<file path="config.mk">
export PLATFORM = sky130hd
export DESIGN_NAME = vga_timing_gen
export DESIGN_NICKNAME = d
export VERILOG_FILES = /design/src/rtl/vga_timing_gen.sv
export SDC_FILE = /design/constraint.sdc
export NUM_CORES = 1
export LEC_CHECK = 0
export ABC_AREA = 1
export BUFFER_PORTS_ARGS = -buffer_cell sky130_fd_sc_hd__clkbuf_2
export CAP_MARGIN = 30
export CORE_MARGIN = 2
export CORE_UTILIZATION = 55
export CTS_CLUSTER_DIAMETER = 80
export CTS_CLUSTER_SIZE = 8
export DETAILED_ROUTE_END_ITERATION = 7
export GPL_TIMING_DRIVEN = 0
export HOLD_SLACK_MARGIN = 0.08
export MAX_ROUTING_LAYER = met4
export PLACE_DENSITY = 0.79
export SYNTH_ARGS = -nofsm -noshare
export SYNTH_HDL_FRONTEND = slang
export SYNTH_SLANG_ARGS = --single-unit
</file>
<file path="constraint.sdc">
create_clock -name vga_clk -period 4.35 [get_ports vga_clk]
set_input_delay 0.435 -clock vga_clk [delete_from_list [all_inputs] [get_ports vga_clk]]
set_output_delay 0.435 -clock vga_clk [all_outputs]
set_load 0.01 [all_outputs]
</file>
<file path="src/rtl/vga_timing_gen.sv">
// 640x480 VGA timing generator (800x525 total) with registered syncs and a frame pulse/counter.
// Define VGA_SYNC_DELAY_EN to delay hs/vs/blank by two extra pixel-pipeline stages.
module vga_timing_gen (
  input  logic        vga_clk,
  input  logic        reset_n,
  output logic [9:0]  DrawX,
  output logic [9:0]  DrawY,
  output logic        hs,
  output logic        vs,
  output logic        blank,
  output logic        frame_start,
  output logic [15:0] frame_cnt
);

  localparam logic [9:0] H_LAST   = 10'd799;
  localparam logic [9:0] H_VIS    = 10'd640;
  localparam logic [9:0] HS_FIRST = 10'd656;
  localparam logic [9:0] HS_LAST  = 10'd751;
  localparam logic [9:0] V_LAST   = 10'd524;
  localparam logic [9:0] V_VIS    = 10'd480;
  localparam logic [9:0] VS_FIRST = 10'd490;
  localparam logic [9:0] VS_LAST  = 10'd491;

  typedef struct packed {
    logic hs;
    logic vs;
    logic blank;
  } sync_t;

  localparam sync_t SYNC_RST = '{hs: 1'b1, vs: 1'b1, blank: 1'b1};

  logic [9:0]  draw_x_q, draw_x_d;
  logic [9:0]  draw_y_q, draw_y_d;
  logic        frame_start_q, frame_start_d;
  logic [15:0] frame_cnt_q, frame_cnt_d;
  sync_t       sync_q, sync_d;
  logic        x_wrap, y_wrap;

  // NOTE: every signal written here gets a default first, so no latch can be inferred.
  always_comb begin
    x_wrap        = (draw_x_q == H_LAST);
    y_wrap        = (draw_y_q == V_LAST);
    draw_x_d      = draw_x_q + 10'd1;
    draw_y_d      = draw_y_q;
    frame_start_d = 1'b0;
    frame_cnt_d   = frame_cnt_q;
    if (x_wrap) begin
      draw_x_d = '0;
      if (y_wrap) begin
        draw_y_d      = '0;
        frame_start_d = 1'b1;
        frame_cnt_d   = frame_cnt_q + 16'd1;
      end else begin
        draw_y_d = draw_y_q + 10'd1;
      end
    end
    // Decoded from the next-state counters so the registered syncs land on the same pixel.
    sync_d.hs    = !((draw_x_d >= HS_FIRST) && (draw_x_d <= HS_LAST));
    sync_d.vs    = !((draw_y_d >= VS_FIRST) && (draw_y_d <= VS_LAST));
    sync_d.blank = (draw_x_d < H_VIS) && (draw_y_d < V_VIS);
  end

  // NOTE: sequential state uses non-blocking assignments only, so every flop samples pre-edge values.
  always_ff @(posedge vga_clk or negedge reset_n) begin
    if (!reset_n) begin
      draw_x_q      <= '0;
      draw_y_q      <= '0;
      frame_start_q <= 1'b0;
      frame_cnt_q   <= '0;
      sync_q        <= SYNC_RST;
    end else begin
      draw_x_q      <= draw_x_d;
      draw_y_q      <= draw_y_d;
      frame_start_q <= frame_start_d;
      frame_cnt_q   <= frame_cnt_d;
      sync_q        <= sync_d;
    end
  end

  assign DrawX       = draw_x_q;
  assign DrawY       = draw_y_q;
  assign frame_start = frame_start_q;
  assign frame_cnt   = frame_cnt_q;

`ifdef VGA_SYNC_DELAY_EN
  // Two stages matching the ROM-read + palette-register pixel pipeline.
  localparam sync_t DLY_RST = '{hs: 1'b1, vs: 1'b1, blank: 1'b0};

  sync_t dly1_q, dly1_d;
  sync_t dly2_q, dly2_d;

  always_comb begin
    dly1_d = sync_q;
    dly2_d = dly1_q;
  end

  always_ff @(posedge vga_clk or negedge reset_n) begin
    if (!reset_n) begin
      dly1_q <= DLY_RST;
      dly2_q <= DLY_RST;
    end else begin
      dly1_q <= dly1_d;
      dly2_q <= dly2_d;
    end
  end

  assign hs    = dly2_q.hs;
  assign vs    = dly2_q.vs;
  assign blank = dly2_q.blank;
`else
  assign hs    = sync_q.hs;
  assign vs    = sync_q.vs;
  assign blank = sync_q.blank;
`endif

endmodule

</file>
==> results of run 1 <==
## layout make-up
type                            count  area (sq um)
Clock inverter                      2          10.0
Sequential cell                    40          1000
Inverter                           49           189
Buffer                              1          11.3
Clock buffer                        6          82.6
Timing Repair Buffer               43           235
Multi-Input combinational cell    203          1190
Tap cell                           50          62.6
Fill cell                         347          1310
## state kept, by name, summed over array words and instances (netlist names)
| name | flops |
|---|---|
| DrawY | 10 |
| blank | 1 |
| vs | 1 |
| frame_cnt | 16 |
| frame_start | 1 |
| DrawX | 10 |
| hs | 1 |
## cell families after synthesis
kind of cell	after synthesis	share of synthesized area [%]
and+or+nand+nor	168	37.5
buffers and inverters	50	8.37
DFF	40	42.0
AOI/OAI and AO/OA	15	3.66
xor gates and xnor gates	15	5.81
adders and majority gates	5	2.62
## per-layer routing
metal	up-vias	GRT usage (%)	part of all wire, %
met1	922	30.6	50
met4	0	6.41	0.94
met2	40	33.5	47
met3	4	4.76	3.0
li1	1020	-	-
met5	-	-	0
## placed cells by master (no fill, tap or decap), drive strengths merged
cell and instances:
a21oi 4, buf 2, clkbuf 47, clkinv 2, dfrtp 37, dfstp 3
dlygate4sd3 1, ha 5, inv 49, nand2 86, nand3 23, nand3b 2
nand4 9, nor2 39, nor3 8, nor3b 1, o21ai 9, o21bai 2
xnor2 5, xor2 10
## metrics by stage
stage	util, %	hold WS [ns]	instance area (sq um)
after floorplan	-	0.139	2390
after global placement	65.1	0.505	2660
after detailed placement	65.6	0.385	2680
after CTS	68.1	0.525	2780
after global routing	68.1	0.550	2780
final	68.1	0.524	2780
## worst reg2reg max path: cells and delay by family (launching register included)
family	cells	cell delay (ns)
fa+ha+maj	1	0.21
flops	1	0.40
simple gates	8	0.89
buf+inv	2	0.25
## worst paths after layout
kind,endpoint,slack [ns]
min in group asynchronous,DrawX[6],0.60
max,vs,2.54
min reg2reg,frame_cnt[0],0.52
min,frame_cnt[0],0.52
max in group asynchronous,hs,3.21
max reg2reg,vs,2.54
## power by group through the flow
stage | Sequential, mW | Combinational, mW | Clock (mW)
after floorplan | 0.379 | 0.000000793 | 0
after global placement | 0.379 | 0.00785 | 0
after detailed placement | 0.379 | 0.0103 | 0
after CTS | 0.372 | 0.0108 | 0.264
after global routing | 0.372 | 0.0121 | 0.280
final | 0.372 | 0.0102 | 0.257
==> metrics.txt, run 1 <==
initial antenna violation count=0; YS warnings=0; setup TNS=0 ns; Mapped Cells=about 300; root buf cell=clkbuf_8; hold_sp=frame_cnt[0]; largest net degree at the start of global routing=28; Startpoint Class=flop; Hold Path Stages=1; worst-path cell chain=ha_1 -> nand2_2 -> inv_2 -> nand2_2 -> nor2_4 -> buf_6 -> nand2_1 -> nand3_2 -> nand2_4 -> nor2_4 -> nand2_1; Via Count=between 1.5k and 2k; post-placement cell count=385; top cell type by total area after synthesis=dfrtp_1; Total GRT Usage=22.3%; clk buf depth=2; CTS tree=built; DR pass1 iterations=4; P_leak=1.58 nW; Hold-fix buffers, CTS=1; Seq/Total Area, Yosys=a little over two fifths; count of final hold-check violations=0; number of global-route vias before repair=1879; Net Count, Synth=300; fin crit period=~1.8 ns; CP Capture Type=flop; clock-pin slew on the worst setup and hold paths=around 0.080 ns; num ports=42; Setup WS pre-CTS=roughly 2.6 ns; Syn-to-layout area delta=16.3%; RSZ-0062 raised after global routing=false; Synth Register Bits=40; Crit Path Category=reg -> reg; CP Launch Point=DrawX[1]; critical path depth=11; Pint=0.501 mW; total CTS buffers=5; Hold Path Class=reg -> reg; htree depth=2; Flop pwr share=just under 60%; Yosys top cell area share=about two fifths; Synth Cell Area=about 2400 sq um; EDFF count, synth=0; CP arrival=~2 ns; worst setup margin=roughly 2.5 ns; relative slew slack=roughly 68%; Final Slew Violations=0; post-detail-place hpwl=3.78 mm; Resize count post-CTS=0; slowest stage cell, crit path=dfrtp_1; share of cells above drive strength 1=~25%; die height=approximately 70 um; Sw Pwr=0.138 mW; die area=approximately 5000 sq um; Clk pwr share=40.3%; Setup Viol. Count Final=0; Primary FF master, synth=dfrtp_1; ys async rst share=between 90% and 100%; Detailed Route WL=just under 5 mm; highest clock rate=between 500 and 600 MHz; Comb power frac=1.6%; Avg Cell Area, Syn=around 8 sq um; worst r2r src=DrawX[1]; initial DRC count=106; result of the run=finished clean; # nets final=350; Post-DRT Antenna Nets=0; Slew @ Worst Pin=0.481 ns; top cell family by delay on the critical path=simple AND/OR/NAND/NOR gates; synth cell count leaders=77 x nand2_1, 46 x inv_1, 37 x dfrtp_1, 29 x nor2_1, 20 x nand3_1; core area=4090 sq um; GR Overflow Total=0; Residual DRC=0; effective utilization at floorplan=58.5%; # rows=23; first-pass GRT wire length=around 8.5 mm; Pwr per Cell Area=230 nW/um^2; IO Port Bufs=41; most frequent cell after synthesis=nand2_1; non-filler cells, final=about 400; Worst Path Max Fanout=10; CTS sink cnt=40; Sw Share=between 20% and 30%; Worst Path Required=4.58 ns; Design Power=0.639 mW; Vias per Instance=5.04; gpl congestion=0.799; max_cap viols=0; Routed WL per cell=12.4 um; period utilization=41.5%; n_diodes=0; clock latency on the worst-skew pair=0.29 ns; Area contributors post-synth=dfrtp_1 39%, nand2_1 12%, inv_1 7.2%; post-CTS setup repair buffer count=0; slowest cell delay on critical path=around 0.40 ns; Worst VDD drop=0.000221 V; Setup Skew=around 0.0028 ns; Synth cell types=33; cells on worst reg2reg path=11; Worst Path Buf+Inv=2; Chip Width=around 70 um
No activity file was read; power rests on OpenSTA's default activity.
==> run 2: changes to the inputs <==
==> constraint.sdc (replaced) <==
create_clock -name vga_clk -period 1.79 [get_ports vga_clk]
set_input_delay 0.179 -clock vga_clk [delete_from_list [all_inputs] [get_ports vga_clk]]
set_output_delay 0.179 -clock vga_clk [all_outputs]
set_load 0.01 [all_outputs]
==> run 2 against run 1 <==
Sequential power up 140%. Die area unchanged. Total power up 140%. Maximum frequency up 3.3%. Critical path depth down 1. Sequential share of layout area down 2.2 points. Clock skew about the same. Final cell count up 2.8%. Critical path type unchanged.
==> metrics.txt, run 2 (synthesis results as in run 1) <==
result of the run=finished clean; largest net degree at the start of global routing=28; CTS sink cnt=40; Final Util=72.7%; most common cell after layout, fill and taps aside=nand2_1; fin crit period=approximately 1.7 ns; Setup Skew=approximately 0.0026 ns; Via Count=2060; Syn-to-layout area delta=24.3%; root buf cell=clkbuf_8; Reg area=between 1000 and 1500 sq um; Worst Path Required=slightly below 2 ns; Setup Viol. Count Final=0; Detailed Route WL=around 5.2 mm; CP arrival=a little under 2 ns; Chip Width=69.9 um; Final Slew Violations=0; gpl congestion=0.799; die area=a little under 5000 sq um; Routed WL per cell=roughly 13 um; Worst Path Buf+Inv=2; Design Power=about 1.6 mW; P_leak=1.70 nW; htree depth=2; number of global-route vias before repair=1897; slowest stage cell, crit path=dfrtp_2; period utilization=between 90% and 100%; max reg flops=16; initial antenna violation count=0; Worst Path Max Fanout=6; slowest cell delay on critical path=~0.45 ns; clock latency on the worst-skew pair=0.30 ns; Post-Layout Inst Area=slightly below 3000 sq um; post-detail-place hpwl=3.78 mm; Startpoint Class=flop; Vias per Instance=between 5 and 6; fill cell count=about 320; Slew @ Worst Pin=between 0.3 and 0.4 ns; GR Overflow Total=0; share of cells above drive strength 1=a little under a third; Pint=1.22 mW; Crit Path Category=reg -> reg; Hold Path Class=in -> async; Residual DRC=0; highest clock rate=between 500 and 600 MHz; # nets final=361; Total GRT Usage=between 20% and 30%; max_cap viols=0; Flop pwr share=58.0%; Sw Share=a little over a fifth; Placed Area=about 2700 sq um; Sw Pwr=between 0.3 and 0.4 mW; clock-pin slew on the worst setup and hold paths=approximately 0.080 ns; core area=4090 sq um; total CTS buffers=5; relative slew slack=73.4%; CP Capture Type=flop; area of the multi-input gates=1280 sq um; num ports=42; Clk pwr share=between 40 and 50%; effective utilization at floorplan=58.5%; DR pass1 iterations=4; count of final hold-check violations=0; Worst VDD drop=~0.00054 V; initial DRC count=a little under 90; worst hold slack=0.342 ns; clk buf depth=2; die height=between 60 and 70 um; Pwr per Cell Area=524 nW/um^2; CTS tree=built; first-pass GRT wire length=between 8 and 9 mm; # rows=23; Post-DRT Antenna Nets=0; top cell family by delay on the critical path=simple AND/OR/NAND/NOR gates; commonest non-fill, non-tap cells in the layout=75 x nand2_1, 44 x inv_1, 41 x clkbuf_2; n_diodes=0; Comb power frac=1.6%; worst-path cell chain=inv_2 -> ha_4 -> nand3_2 -> nor2_4 -> nand2_4 -> nor2_8 -> clkinv_4 -> nor2_8 -> nand2_4 -> xnor2_2; IO Port Bufs=slightly above 40; setup TNS=0 ns
## run 2: cell types whose count changed in the layout (fill, tap and decap cells not counted), sizes merged
cell	change
buf	+11
inv	-1
clkinv	+1
## run 2: worst reg2reg max path: stages (launching register included)
cell and delay (ns):
dfrtp_2 0.45, inv_2 0.11, ha_4 0.14, nand3_2 0.09, nor2_4 0.14, nand2_4 0.12
nor2_8 0.18, clkinv_4 0.10, nor2_8 0.14, nand2_4 0.06, xnor2_2 0.12
## run 2: final timing paths
check | startpoint | endpoint | slack, ns | depth (start not counted)
worst max-delay path | DrawY[0] | frame_cnt[4] | 0.04 | 10
worst max register to register | DrawY[0] | frame_cnt[4] | 0.04 | 10
max in group asynchronous | reset_n | hs | 0.91 | 3
worst min-delay path | reset_n | DrawX[6] | 0.34 | 2
min in group vga_clk | frame_cnt[0] | frame_cnt[0] | 0.52 | 1
worst min register to register | frame_cnt[0] | frame_cnt[0] | 0.52 | 1
## run 2: what timing repair did
action                                 CTS  global route
setup endpoints to repair                2            12
hold buffers                             1             0
setup buffers                            2             9
gates resized for setup                  0            26
pin swaps                                0             5
endpoints found under the hold margin   11             0
## run 2: per-layer routing
| layer | global-route usage [%] | vias to the layer above | share of wire (%) |
|---|---|---|---|
| met1 | 30.4 | 974 | 46 |
| met5 | - | - | 0 |
| met4 | 6.84 | 0 | 1.3 |
| met3 | 4.91 | 7 | 4.3 |
| met2 | 34.0 | 46 | 49 |
| li1 | - | 1033 | - |
## run 2: area by class of cell
cell class | instances | area share [%]
sequential | 40 | 33.9
buffer | 1 | 0.379
inverter | 49 | 6.36
timing repair buffer | 54 | 11.1
tap | 50 | 2.10
clock inverter | 2 | 0.337
multi-input combinational | 203 | 43.1
clock buffer | 6 | 2.78
## run 2: metrics by stage
stage	setup WS (ns)	std cells
2_1_floorplan	0.158	293
3_3_place_gp	0.0651	384
3_5_place_dp	0.00643	385
4_1_cts	0.0325	396
5_1_grt	-0.0422	405
6_report	0.0422	405
## run 2: power by group through the flow
stage / clock [mW] / combinational [mW] / sequential [mW]
2_1_floorplan: 0 / 0.000000793 / 0.921
3_3_place_gp: 0 / 0.0191 / 0.921
3_5_place_dp: 0 / 0.0251 / 0.921
4_1_cts: 0.641 / 0.0264 / 0.903
5_1_grt: 0.682 / 0.0295 / 0.903
6_report: 0.628 / 0.0250 / 0.903
==> run 3: changes to the inputs <==
--- a/config.mk
+++ b/config.mk
@@ -9,14 +9,13 @@
 export BUFFER_PORTS_ARGS = -buffer_cell sky130_fd_sc_hd__clkbuf_2
 export CAP_MARGIN = 30
 export CORE_MARGIN = 2
-export CORE_UTILIZATION = 55
+export CORE_UTILIZATION = 40
 export CTS_CLUSTER_DIAMETER = 80
 export CTS_CLUSTER_SIZE = 8
 export DETAILED_ROUTE_END_ITERATION = 7
 export GPL_TIMING_DRIVEN = 0
 export HOLD_SLACK_MARGIN = 0.08
 export MAX_ROUTING_LAYER = met4
-export PLACE_DENSITY = 0.79
 export SYNTH_ARGS = -nofsm -noshare
 export SYNTH_HDL_FRONTEND = slang
 export SYNTH_SLANG_ARGS = --single-unit
==> run 3 against run 2 <==
Non-clock buffer count increased by 2. Setup slack improved by 0.041 ns. Clock skew grew 0.0092 ns. Total power is 12% higher. Maximum frequency increased by 2.4%. Largest cell class unchanged.
==> metrics.txt, run 3 (synthesis results as in run 1) <==
slowest stage cell, crit path=dfrtp_1; RSZ-0062 raised after global routing=true; CP Capture Type=flop; Post-DRT Antenna Nets=0; clock latency on the worst-skew pair=around 0.3 ns; Sw Pwr=roughly 0.34 mW; CTS tree=built; fin crit period=around 1.7 ns; clock-pin slew on the worst setup and hold paths=about 0.08 ns; DR pass1 iterations=4; Sw Share=between 10% and 20%; total CTS buffers=5; # rows=28; Pwr per Cell Area=between 500 and 600 nW/um^2; count of final hold-check violations=0; Final Util=between 50% and 60%; number of global-route vias before repair=1809; n_diodes=0; largest net degree at the start of global routing=25; worst r2r src=DrawX[1]; Residual DRC=0; Comb power frac=1.4%; slowest cell delay on critical path=0.40 ns; reg2reg setup slack=0.08 ns; GR Overflow Total=0; share of cells above drive strength 1=31.1%; period utilization=95.4%; Routed WL per cell=12.1 um; IO Port Bufs=just over 40; Syn-to-layout area delta=26.2%; Total GRT Usage=between 15 and 20%; # nets final=about 360; r2r endpoint=vs; Clk pwr share=roughly 47%; highest clock rate=between 500 and 600 MHz; relative slew slack=a little over two thirds; area of the multi-input gates=around 1300 sq um; Via Count=just over 2k; root buf cell=clkbuf_8; Final Slew Violations=0; die area=6610 sq um; Setup Viol. Count Final=0; Worst VDD drop=between 0.0002 and 0.0003 V; Reg area=1010 sq um; worst setup margin=0.0830 ns; post-placement cell count=410; Hold Path Class=in -> async; top cell family by delay on the critical path=simple AND/OR/NAND/NOR gates; max_cap viols=0; gpl congestion=approximately 0.86; initial DRC count=a little over 80; CTS sink cnt=40; Crit Path Category=reg -> reg; Post-Layout Inst Area=approximately 3000 sq um; Design Power=between 1.5 and 2 mW; Pint=between 1 and 1.5 mW; CP arrival=between 1.5 and 2 ns; Vias per Instance=4.81; Chip Width=roughly 81 um; Worst Path Buf+Inv=1; Placed Area=approximately 2700 sq um; core area=~5900 sq um; worst-path cell chain=ha_2 -> nand2_4 -> inv_4 -> nand2_4 -> nor3_4 -> nand3_2 -> o21ai_2 -> nand2_2 -> nor2_4 -> nand2_1; Crit path top cell by count=nand2_4; CP Launch Point=DrawX[1]; Detailed Route WL=~5.2 mm; non-filler cells, final=~430; result of the run=finished clean; clk buf depth=2; Flop pwr share=between 50% and 60%; Startpoint Class=flop; Worst Path Required=around 2.0 ns; P_leak=between 1.5 and 2 nW; cells on worst reg2reg path=10; max reg flops=16; initial antenna violation count=0; first-pass GRT wire length=~8.6 mm; die height=approximately 80 um; commonest non-fill, non-tap cells in the layout=75 x nand2_1, 45 x inv_1, 41 x clkbuf_2; Worst Path Max Fanout=5; fill cell count=569; post-detail-place hpwl=approximately 3.9 mm; effective utilization at floorplan=40.9%; Slew @ Worst Pin=0.456 ns; htree depth=2; most common cell after layout, fill and taps aside=nand2_1; num ports=42; Setup WS pre-CTS=approximately 0.011 ns; Setup Skew=~0.012 ns
## run 3: power groups by stage
| stage | Clock, mW | Sequential, mW | Combinational, mW |
|---|---|---|---|
| final | 0.816 | 0.903 | 0.0252 |
| after global placement | 0 | 0.921 | 0.0205 |
| after detailed placement | 0 | 0.921 | 0.0255 |
| after CTS | 0.845 | 0.903 | 0.0273 |
| after global routing | 0.881 | 0.903 | 0.0302 |
| after floorplan | 0 | 0.921 | 0.000000793 |
## run 3: metrics by stage
| stage | hold WS (ns) | TNS [ns] |
|---|---|---|
| final | 0.366 | 0 |
| after global routing | 0.415 | -0.0544 |
| after CTS | 0.385 | 0 |
| after detailed placement | 0.154 | 0 |
| after global placement | 0.423 | 0 |
| after floorplan | -0.117 | 0 |
## run 3: area by class of cell
cell class	count	area share (%)
Timing Repair Buffer	56	11.0
Clock inverter	1	0.995
Sequential cell	40	33.4
Tap cell	75	3.11
Multi-Input combinational cell	203	41.6
Inverter	49	6.35
Buffer	1	0.373
Clock buffer	7	3.19
## run 3: routing by layer
layer / GRT usage [%] / share of wire [%] / vias up
met3: 3.67 / 5.8 / 7
met4: 5.08 / 1.6 / 0
met2: 24.8 / 44 / 61
met5: - / 0 / -
met1: 25.0 / 48 / 972
li1: - / - / 1037
## run 3: worst max-delay path by stage
stage,to,cells after the start
3_5_place_dp,vs,12
6_report,vs,10
5_1_grt,vs,10
2_1_floorplan,frame_cnt[4],9
4_1_cts,blank,11
3_3_place_gp,vs,12
## run 3: repair_timing
| action | in CTS | in global routing |
|---|---|---|
| pin swaps | 1 | 8 |
| hold endpoints to repair | 14 | 0 |
| hold buffers | 1 | 0 |
| cloned | 0 | 1 |
| endpoints found under the setup margin | 2 | 11 |
| gates resized for setup | 1 | 20 |
| setup buffers | 0 | 12 |
